$ cat src/rtl/pipelined_rca_addsub_pkg.sv
// Shared definitions for the pipelined ripple-carry adder/subtractor.
//   DEFAULT_WIDTH / DEFAULT_SEG : default operand width and bits per stage
//   stage_ctl_t                 : per-stage record (valid, carry out, signed overflow)
//   cfg_ok()                    : elaboration-time legality check of WIDTH/SEG
package pipelined_rca_pkg;

    localparam int DEFAULT_WIDTH = 16;
    localparam int DEFAULT_SEG   = 4;

    // Partial sums travel in a separate full-width deskew word per stage,
    // so the record only carries the single-bit state of each stage.
    typedef struct packed {
        logic valid;
        logic carry;
        logic ovf;
    } stage_ctl_t;

    function automatic bit cfg_ok(input int width, input int seg);
        return (seg >= 1) && (seg <= width) && ((width % seg) == 0);
    endfunction

endpackage

$ cat src/rtl/pipelined_rca_addsub_if.sv
// Streaming bus of the pipelined adder/subtractor.
//   in_valid/in_ready   : operand beat handshake (A, B, Cin, Sub)
//   out_valid/out_ready : result beat handshake (Sum, Cout, Overflow)
// master = producer/consumer side, slave = the adder.
interface pipelined_rca_addsub_if
    import pipelined_rca_pkg::*;
#(
    parameter int WIDTH = DEFAULT_WIDTH
);
    logic             in_valid;
    logic             in_ready;
    logic [WIDTH-1:0] A;
    logic [WIDTH-1:0] B;
    logic             Cin;
    logic             Sub;
    logic             out_valid;
    logic             out_ready;
    logic [WIDTH-1:0] Sum;
    logic             Cout;
    logic             Overflow;

    modport master (
        output in_valid, A, B, Cin, Sub, out_ready,
        input  in_ready, out_valid, Sum, Cout, Overflow
    );

    modport slave (
        input  in_valid, A, B, Cin, Sub, out_ready,
        output in_ready, out_valid, Sum, Cout, Overflow
    );
endinterface

$ cat src/rtl/pipelined_rca_addsub_segment.sv
// SEG-bit combinational ripple adder built from full-adder bit cells.
//   a, b : segment operands        cin  : carry into bit 0
//   sum  : segment sum             cout : carry out of the top bit
//   cmsb : carry into the top bit (for signed overflow detection)
module pipelined_rca_segment
    import pipelined_rca_pkg::*;
#(
    parameter int SEG = DEFAULT_SEG
) (
    input  logic [SEG-1:0] a,
    input  logic [SEG-1:0] b,
    input  logic           cin,
    output logic [SEG-1:0] sum,
    output logic           cout,
    output logic           cmsb
);
    logic carry;

    // A scalar running carry keeps the chain free of combinational self-loops
    // on a vector.
    always_comb begin
        sum   = '0;
        cmsb  = 1'b0;
        carry = cin;
        for (int i = 0; i < SEG; i++) begin
            if (i == SEG - 1) begin
                cmsb = carry;
            end
            sum[i] = a[i] ^ b[i] ^ carry;
            carry  = (a[i] & b[i]) | (carry & (a[i] ^ b[i]));
        end
        cout = carry;
    end
endmodule

$ cat src/rtl/pipelined_rca_addsub.sv
// Pipelined ripple-carry adder/subtractor: one SEG-bit segment per stage,
// carry registered between stages, operands skewed in and partial sums
// deskewed out so one full result is produced per cycle.
//   Clock, Reset : rising-edge clock, synchronous active-high reset
//   bus          : slave side of the operand/result streaming bus
// Latency is STAGES edges counting the accept edge; SEG == WIDTH is a
// single registered adder.
module pipelined_rca_addsub
    import pipelined_rca_pkg::*;
#(
    parameter int WIDTH = DEFAULT_WIDTH,
    parameter int SEG   = DEFAULT_SEG
) (
    input  logic                  Clock,
    input  logic                  Reset,
    pipelined_rca_addsub_if.slave bus
);
    localparam int STAGES = (SEG >= 1) ? (WIDTH / SEG) : 1;

    if (!cfg_ok(WIDTH, SEG)) begin : g_cfg_err
        $error("pipelined_rca_addsub: WIDTH must be a positive multiple of SEG");
    end

    logic             adv;
    logic             accept;
    logic [WIDTH-1:0] a_in;
    logic [WIDTH-1:0] b_in;
    logic             c0_in;

    stage_ctl_t       ctl_w [STAGES];
    logic [WIDTH-1:0] sum_w [STAGES];

    // One global advance: the whole pipe moves only when the output slot is
    // free or being drained.
    assign adv          = !ctl_w[STAGES-1].valid || bus.out_ready;
    assign bus.in_ready = adv && !Reset;
    assign accept       = bus.in_valid && adv && !Reset;

    // Subtract is A + ~B + !Cin. Non-accepted slots are forced to zero so
    // bubbles carry clean data through the pipe.
    assign a_in  = accept ? bus.A : '0;
    assign b_in  = accept ? (bus.Sub ? ~bus.B : bus.B) : '0;
    assign c0_in = accept && (bus.Sub ? !bus.Cin : bus.Cin);

    for (genvar k = 0; k < STAGES; k++) begin : g_stage
        localparam int LO = k * SEG;

        stage_ctl_t       ctl_d, ctl_q;
        logic [WIDTH-1:0] sum_d, sum_q;
        logic [WIDTH-1:0] sum_prev;
        logic [SEG-1:0]   a_seg, b_seg, seg_sum;
        logic             cin_seg, valid_prev, seg_cout, seg_cmsb;

        if (k == 0) begin : g_head
            assign a_seg      = a_in[SEG-1:0];
            assign b_seg      = b_in[SEG-1:0];
            assign cin_seg    = c0_in;
            assign valid_prev = accept;
            assign sum_prev   = '0;
        end else begin : g_body
            // Segment k of the operands is delayed k cycles so it meets the
            // carry of the same beat coming out of stage k-1.
            logic [SEG-1:0] ska_d [k];
            logic [SEG-1:0] ska_q [k];
            logic [SEG-1:0] skb_d [k];
            logic [SEG-1:0] skb_q [k];

            always_comb begin
                for (int d = 0; d < k; d++) begin
                    ska_d[d] = ska_q[d];
                    skb_d[d] = skb_q[d];
                end
                if (adv) begin
                    ska_d[0] = a_in[LO +: SEG];
                    skb_d[0] = b_in[LO +: SEG];
                    for (int d = 1; d < k; d++) begin
                        ska_d[d] = ska_q[d-1];
                        skb_d[d] = skb_q[d-1];
                    end
                end
            end

            always_ff @(posedge Clock) begin
                if (Reset) begin
                    for (int d = 0; d < k; d++) begin
                        ska_q[d] <= '0;
                        skb_q[d] <= '0;
                    end
                end else begin
                    for (int d = 0; d < k; d++) begin
                        ska_q[d] <= ska_d[d];
                        skb_q[d] <= skb_d[d];
                    end
                end
            end

            assign a_seg      = ska_q[k-1];
            assign b_seg      = skb_q[k-1];
            assign cin_seg    = ctl_w[k-1].carry;
            assign valid_prev = ctl_w[k-1].valid;
            assign sum_prev   = sum_w[k-1];
        end

        pipelined_rca_segment #(.SEG(SEG)) u_seg (
            .a    (a_seg),
            .b    (b_seg),
            .cin  (cin_seg),
            .sum  (seg_sum),
            .cout (seg_cout),
            .cmsb (seg_cmsb)
        );

        // The sum word accumulates lower segments as the beat moves down the
        // pipe, which is the output deskew for segment j (STAGES-1-j delays).
        always_comb begin
            ctl_d = ctl_q;
            sum_d = sum_q;
            if (adv) begin
                ctl_d.valid       = valid_prev;
                ctl_d.carry       = seg_cout;
                ctl_d.ovf         = seg_cout ^ seg_cmsb;
                sum_d             = sum_prev;
                sum_d[LO +: SEG]  = seg_sum;
            end
        end

        always_ff @(posedge Clock) begin
            if (Reset) begin
                ctl_q <= '0;
                sum_q <= '0;
            end else begin
                ctl_q <= ctl_d;
                sum_q <= sum_d;
            end
        end

        assign ctl_w[k] = ctl_q;
        assign sum_w[k] = sum_q;
    end

    // Only the last stage's overflow is the full-width signed overflow.
    assign bus.out_valid = ctl_w[STAGES-1].valid;
    assign bus.Sum       = sum_w[STAGES-1];
    assign bus.Cout      = ctl_w[STAGES-1].carry;
    assign bus.Overflow  = ctl_w[STAGES-1].ovf;
endmodule

$ cat src/flat_wrapper.sv
// flat-port wrapper written by rule: the top's interface ports become plain ports
module pipelined_rca_addsub_flat import pipelined_rca_pkg::*;
#(
    parameter int WIDTH = DEFAULT_WIDTH,
    parameter int SEG   = DEFAULT_SEG
)
  (Clock, Reset, bus_in_valid, bus_A, bus_B, bus_Cin, bus_Sub, bus_out_ready, bus_in_ready, bus_out_valid, bus_Sum, bus_Cout, bus_Overflow);
  pipelined_rca_addsub_if #(.WIDTH(WIDTH)) bus_i ();
  input  logic Clock;
  input  logic Reset;
  input wire logic [$bits(bus_i.in_valid)-1:0] bus_in_valid;
  input wire logic [$bits(bus_i.A)-1:0] bus_A;
  input wire logic [$bits(bus_i.B)-1:0] bus_B;
  input wire logic [$bits(bus_i.Cin)-1:0] bus_Cin;
  input wire logic [$bits(bus_i.Sub)-1:0] bus_Sub;
  input wire logic [$bits(bus_i.out_ready)-1:0] bus_out_ready;
  output wire logic [$bits(bus_i.in_ready)-1:0] bus_in_ready;
  output wire logic [$bits(bus_i.out_valid)-1:0] bus_out_valid;
  output wire logic [$bits(bus_i.Sum)-1:0] bus_Sum;
  output wire logic [$bits(bus_i.Cout)-1:0] bus_Cout;
  output wire logic [$bits(bus_i.Overflow)-1:0] bus_Overflow;
  assign bus_i.in_valid = bus_in_valid;
  assign bus_i.A = bus_A;
  assign bus_i.B = bus_B;
  assign bus_i.Cin = bus_Cin;
  assign bus_i.Sub = bus_Sub;
  assign bus_i.out_ready = bus_out_ready;
  assign bus_in_ready = bus_i.in_ready;
  assign bus_out_valid = bus_i.out_valid;
  assign bus_Sum = bus_i.Sum;
  assign bus_Cout = bus_i.Cout;
  assign bus_Overflow = bus_i.Overflow;
  pipelined_rca_addsub #(.WIDTH(WIDTH), .SEG(SEG)) u_core (.Clock(Clock), .Reset(Reset), .bus(bus_i));
endmodule
$ cat config.mk
export PLATFORM = sky130hd
export DESIGN_NAME = pipelined_rca_addsub_flat
export DESIGN_NICKNAME = d
export VERILOG_FILES = /design/src/rtl/pipelined_rca_addsub_pkg.sv /design/src/rtl/pipelined_rca_addsub_if.sv /design/src/rtl/pipelined_rca_addsub_segment.sv /design/src/rtl/pipelined_rca_addsub.sv /design/src/flat_wrapper.sv
export SDC_FILE = /design/constraint.sdc
export NUM_CORES = 1
export LEC_CHECK = 0
export ABC_AREA = 1
export CAP_MARGIN = 40
export CORE_AREA = 4 4 87 89
export DETAILED_ROUTE_END_ITERATION = 8
export DIE_AREA = 0 0 91 93
export MAX_ROUTING_LAYER = met4
export PLACE_DENSITY = 0.86
export SYNTH_ARGS = -nofsm -noshare
export SYNTH_HDL_FRONTEND = slang
export SYNTH_SLANG_ARGS = --single-unit
$ cat constraint.sdc
create_clock -name Clock -period 4.9 [get_ports Clock]
set_input_delay 1.47 -clock Clock [delete_from_list [all_inputs] [get_ports Clock]]
set_output_delay 1.47 -clock Clock [all_outputs]
set_load 0.01 [all_outputs]
# Word-level counts from Yosys, hierarchy flattened
# Memory sizes are Yosys's and may differ from the RTL's.
# Index checks and enable logic that the tools add are counted.
# totals
register_bits	49
latchBits	0
ram_bits	48
mem_bits_ro	0
out_inout_bits	20
elab_cells	148
mem_count	6
# mem_list
memory	words	word_bits	rd	rd_clocked_by_memory_dff	write_ports	line	rtl
u_core.g_stage[3].g_body.ska_q	3	4	3	0	3	pipelined_rca_addsub.sv:64	logic [SEG-1:0] ska_q [k];
u_core.g_stage[3].g_body.skb_q	3	4	3	0	3	pipelined_rca_addsub.sv:66	logic [SEG-1:0] skb_q [k];
u_core.g_stage[2].g_body.ska_q	2	4	2	0	2	pipelined_rca_addsub.sv:64	
u_core.g_stage[2].g_body.skb_q	2	4	2	0	2	pipelined_rca_addsub.sv:66	
u_core.g_stage[1].g_body.ska_q	1	4	1	0	1	pipelined_rca_addsub.sv:64	
u_core.g_stage[1].g_body.skb_q	1	4	1	0	1	pipelined_rca_addsub.sv:66	
# op_classes
add_sub_neg	0
n_mul	0
div	0
order_cmp	0
eq_ne	0
shifts	0
mux	27
bitwise_logic	92
reduce_logical	10
# op_table
op	n
two-way mux 4 bit	14
two-way mux 16 bit	3
XOR 1 bit	33
bitwise AND 1 bit	32
bitwise OR 1 bit	26
two-way mux 12 bit	2
two-way mux 8 bit	2
NOT 16 bit	1
OR reduction 4 bit	2
two-way mux 1 bit	6
logical AND 1 bit	4
zero test 1 bit	3
logical OR 1 bit	1

# Depth between registers and ports, before layout
# depth
depth_word	14
ltp_mapped	13

# Hierarchy
# From an unflattened synthesis, not the netlist that was laid out.
# hier_totals
cells_unflattened	513
hier_area_um2	3981.3
# modules_own_cells
module	n_inst	cells_per_inst	area_each_um2	seq_area_each_um2
pipelined_rca_addsub	1	465	3540.9	1941.9
pipelined_rca_segment	4	12	110.1	0.0

# Worst setup path before layout
# Ideal clock, no wire load.
# synth_timing
path_type	input port to flip-flop
startpoint	input port bus_out_ready
endpoint	register u_core.g_stage[0].sum_q[3]
setup_time_ns	0.075
arrival_ns	3.517
t_required_ns	4.825
slack_ns	1.308
path_stages	13
path_buffers	1
path_cell_list	inv_1 > nand2_2 > nand3_4 > inv_2 > buf_6 > nand2_1 > fa_1 > inv_1 > fa_1 > fa_1 > inv_1 > fa_1 > o22ai_1
# synth_via
elab_chain_cells	12
elab_cells_between_ends	20
classes_between	mux: 2; bitwise: 14; reduce/logical: 4
# synth_lines
item	line	rtl
from (decl)	flat_wrapper.sv:16	input wire logic [$bits(bus_i.out_ready)-1:0] bus_out_ready;
logical OR 1 bit (*)	pipelined_rca_addsub.sv:35	assign adv = !ctl_w[STAGES-1].valid || bus.out_ready;
logical AND 1 bit (2 in a row)	pipelined_rca_addsub.sv:37	assign accept = bus.in_valid && adv && !Reset;
two-way mux 16 bit, on equally long branches	pipelined_rca_addsub.sv:41, pipelined_rca_addsub.sv:42	
XOR 1 bit	pipelined_rca_addsub_segment.sv:30	carry = (a[i] & b[i]) | (carry & (a[i] ^ b[i]));
bitwise AND 1 bit	pipelined_rca_addsub_segment.sv:30	
bitwise OR 1 bit	pipelined_rca_addsub_segment.sv:30	
bitwise AND 1 bit	pipelined_rca_addsub_segment.sv:30	
bitwise OR 1 bit	pipelined_rca_addsub_segment.sv:30	
bitwise AND 1 bit	pipelined_rca_addsub_segment.sv:30	
bitwise OR 1 bit	pipelined_rca_addsub_segment.sv:30	
XOR 1 bit	pipelined_rca_addsub_segment.sv:29	sum[i] = a[i] ^ b[i] ^ carry;
to (signal assigned)	pipelined_rca_addsub.sv:133	sum_q <= sum_d;
to (decl)	pipelined_rca_addsub.sv:49	logic [WIDTH-1:0] sum_d, sum_q;
# Every way passes the cells marked *; elsewhere a longest branch is shown, timed or not.
# A chain may end at the register's enable or synchronous reset.

# Worst setup path after layout
# layout_timing
startpoint	input port bus_out_ready
endpoint	output port bus_in_ready
# layout_via
elab_chain_cells	2
# layout_lines
item	line	rtl
logical OR 1 bit	pipelined_rca_addsub.sv:35	
logical AND 1 bit	pipelined_rca_addsub.sv:36	assign bus.in_ready = adv && !Reset;
to (decl)	flat_wrapper.sv:17	output wire logic [$bits(bus_i.in_ready)-1:0] bus_in_ready;
# No other way between the ends.

==> results.md <==
* # hold bufs at CTS at 0
* Final Cycle Share at 0.8713
* EDFF count, synth at 0
* Final worst path period need at 4.269 ns
* Die Wd at slightly above 90 µm
* CP Data Required Time at about 3.4 ns
* Post-route ant nets at 0
* Most frequent cells in the layout: dfxtp_1 (97), nand2_1 (81), inv_1 (70)
* Worst reg-to-reg setup slack at 2.23 ns
* Initial core utilization at 0.5572
* Die height at 93 µm
* Detail Placement HPWL at around 5000 µm
* Multiplexer share of the synthesized area at 0
* Compound-Gate Fraction of Synth Area at 0.1389
* Die footprint at 8463 µm²
* Worst r2r src: u_core.bus.out_valid
* Routed wire length per instance at ~13 µm
* Final number of setup-violating endpoints at 0
* Fin cells at between 500 and 600
* Final Skew at 0.01116 ns
* Most common cell after layout, fill and taps aside: dfxtp_1
* Ratio of cells with drive above 1 in the final layout at 0.07343
* Post-Synth XOR/XNOR Area at 0.03955
* Synth Area per Inst at 9.273 µm²
* Reg clk slew, reported paths at roughly 0.080 ns
* CTS tree: done
* Antenna cells at 0
* Slew @ Worst Pin at 0.7993 ns
* Leakage power at roughly 1.7 nW
* Reg2Reg Depth at 11
* CTS Buf Count at 9
* Via count at 2,659
* Initial antenna violation count at 0
* Post-DP Area at about 4300 µm²
* VDD IR max at ~150 µV
* GR Overflow Total at 0
* Total GRT Usage at 0.1775
* R2r endpoint: u_core.g_stage[0].sum_q[3]
* Yosys cell types at 21
* Cells after Synth at 406
* PortBufs at 57
* Hold depth at 2
* Worst relative slew slack at 0.4665
* DRC viols at 0
* Synth Cell Area at 3765 µm²
* Hold Crit Start: u_core.bus.Sum[13]
* Drt first pass iters at 4
* Status: finished clean
* Final #Nets at 512
* Max Slew Vio Count at 0
* Hold crit path type: reg -> reg
* RSZ-0062 raised after global routing: false
* Area grow syn2layout at 19.38%
* Sequential area share after synthesis at 0.5158
* Core area at just under 7000 µm²
* Initial DRC count at 167
* H-tree depth at 3
* Critical path class: in -> out
* Largest net degree at the start of global routing at 58
* Number of setup buffers added after CTS at 0
* Worst-Skew Late Latency at 0.35 ns
* Setup TNS at 0 ns
* Simple-gate area share of the yosys netlist at 0.09937
* Number of synthesized register bits at 97
* FMAX at 0.2342 GHz
* Critical Path Start Type: input pin
* Synthesized-area fraction occupied by adder cells at 0.08508
* RD Place Congestion at 0.7627
* P per Cell Area at 324.3 nW/µm²
* Row cnt at 30
* CTS sink count at just under 100
* Final instance area at 4494 µm²
* Root buffer cell: clkbuf_8
* Final hold vios at 0
* CP Capture Type: output port
* Placed insts at 527
* Critical path arrival at 2.80 ns
* Synth Net Count at 460
* First-pass GRT wire length at 11,590 µm
* Largest family of logic cells by synthesized area: compound AO/OA/AOI/OAI gates
* Ys flop type: dfxtp_1
* Vias in the first global route at 2,574
* Ys Warns at 0
* Clock Tree Buf Depth at 2
* Routed vias/inst at 4.897
* Post-Route WL at approximately 7000 µm
* Worst Path Max Fanout at 4
* Post-CTS Resized at 0
* Share of synthesized flip-flops with an asynchronous set or reset at 0
* Io pins at 58
* Hold Path Sink: u_core.bus.Sum[13]
* Max Cap Violations at 0
## worst max-delay path, stage by stage
cell	delay (ns)
clkdlybuf4s50_1	0.45
inv_1	0.06
nand2_2	0.11
nand2_2	0.10
inv_2	0.08
clkdlybuf4s50_1	0.53
## Yosys cell counts, types with 2 or more instances
| cell type | instances | area [µm²] |
|---|---|---|
| buf_6 | 12 | 135.1 |
| fa_1 | 16 | 320.3 |
| inv_2 | 3 | 11.26 |
| xnor2_1 | 14 | 122.6 |
| o22ai_1 | 32 | 200.2 |
| o22ai_2 | 3 | 37.54 |
| clkbuf_1 | 2 | 7.510 |
| dfxtp_1 | 97 | 1942 |
| nand2_1 | 81 | 304.0 |
| buf_2 | 5 | 25.02 |
| xor2_1 | 3 | 26.28 |
| o21ai_2 | 4 | 35.03 |
| o21ai_0 | 37 | 185.2 |
| nor2_1 | 8 | 30.03 |
| inv_1 | 70 | 262.8 |
| buf_4 | 2 | 15.01 |
| nand2_2 | 2 | 12.51 |
| o21ai_1 | 12 | 60.06 |
## worst max path at each step
stage          slack, ns          start                          to
6_report            0.63  bus_out_ready                bus_in_ready
4_1_cts             0.61  bus_out_ready                bus_in_ready
2_1_floorplan       1.31  bus_out_ready  u_core.g_stage[0].sum_q[3]
5_1_grt             0.57  bus_out_ready                bus_in_ready
3_5_place_dp        0.59  bus_out_ready  u_core.g_stage[0].sum_q[3]
3_3_place_gp        0.62  bus_out_ready                bus_in_ready
## per-layer routing
metal | vias up | wire [µm] | part of all wire | GRT usage
li1 | 1375 | - | - | -
met1 | 1193 | 3189 | 0.45 | 0.2180
met2 | 82 | 3254 | 0.46 | 0.2900
met3 | 9 | 459 | 0.065 | 0.03862
met4 | 0 | 117 | 0.017 | 0.06533
met5 | - | 0 | 0 | -
## sequential cells by signal (all words and copies together) (netlist names)
name,count
u_core.g_stage.cin_seg,3
u_core.bus.Sum,16
u_core.g_stage.g_body.skb_q,24
u_core.g_stage.g_body.ska_q,24
u_core.bus.out_valid,1
u_core.g_stage.valid_prev,3
u_core.bus.Overflow,1
u_core.g_stage.sum_q,24
u_core.bus.Cout,1
## stage by stage
stage	utilization	power, mW	setup WS [ns]	hold slack, ns
floorplan	-	0.9212	1.308	0.4286
global placement	0.6339	0.9680	0.6202	0.4390
detailed placement	0.6361	0.9746	0.5892	0.4435
CTS	0.6652	1.468	0.6109	0.4582
global route	0.6652	1.521	0.5702	0.4748
finish	0.6652	1.457	0.6307	0.4530
## where the power goes
part	total [mW]	internal, mW	switching (mW)
logic	0.127	0.0637	0.0635
registers	0.828	0.817	0.0111
clock network	0.502	0.248	0.253
## logic make-up (layout without fill, tap and decap cells)
family          Yosys count  count (layout)
simple gates             93              93
buf+inv                  94             151
compound gates           89              89
flops                    97              97
fa+ha+maj                16              16
xor+xnor                 17              17
## final cells by class
cell class | count | area [µm²]
Clock buffer | 11 | 141.4
Clock inverter | 5 | 55.05
Fill cell | 549 | 2262
Inverter | 73 | 274.0
Multi-Input combinational cell | 215 | 1366
Sequential cell | 97 | 1942
Tap cell | 80 | 100.1
Timing Repair Buffer | 62 | 615.6
Note: power is estimated with default switching activity, not from simulation.
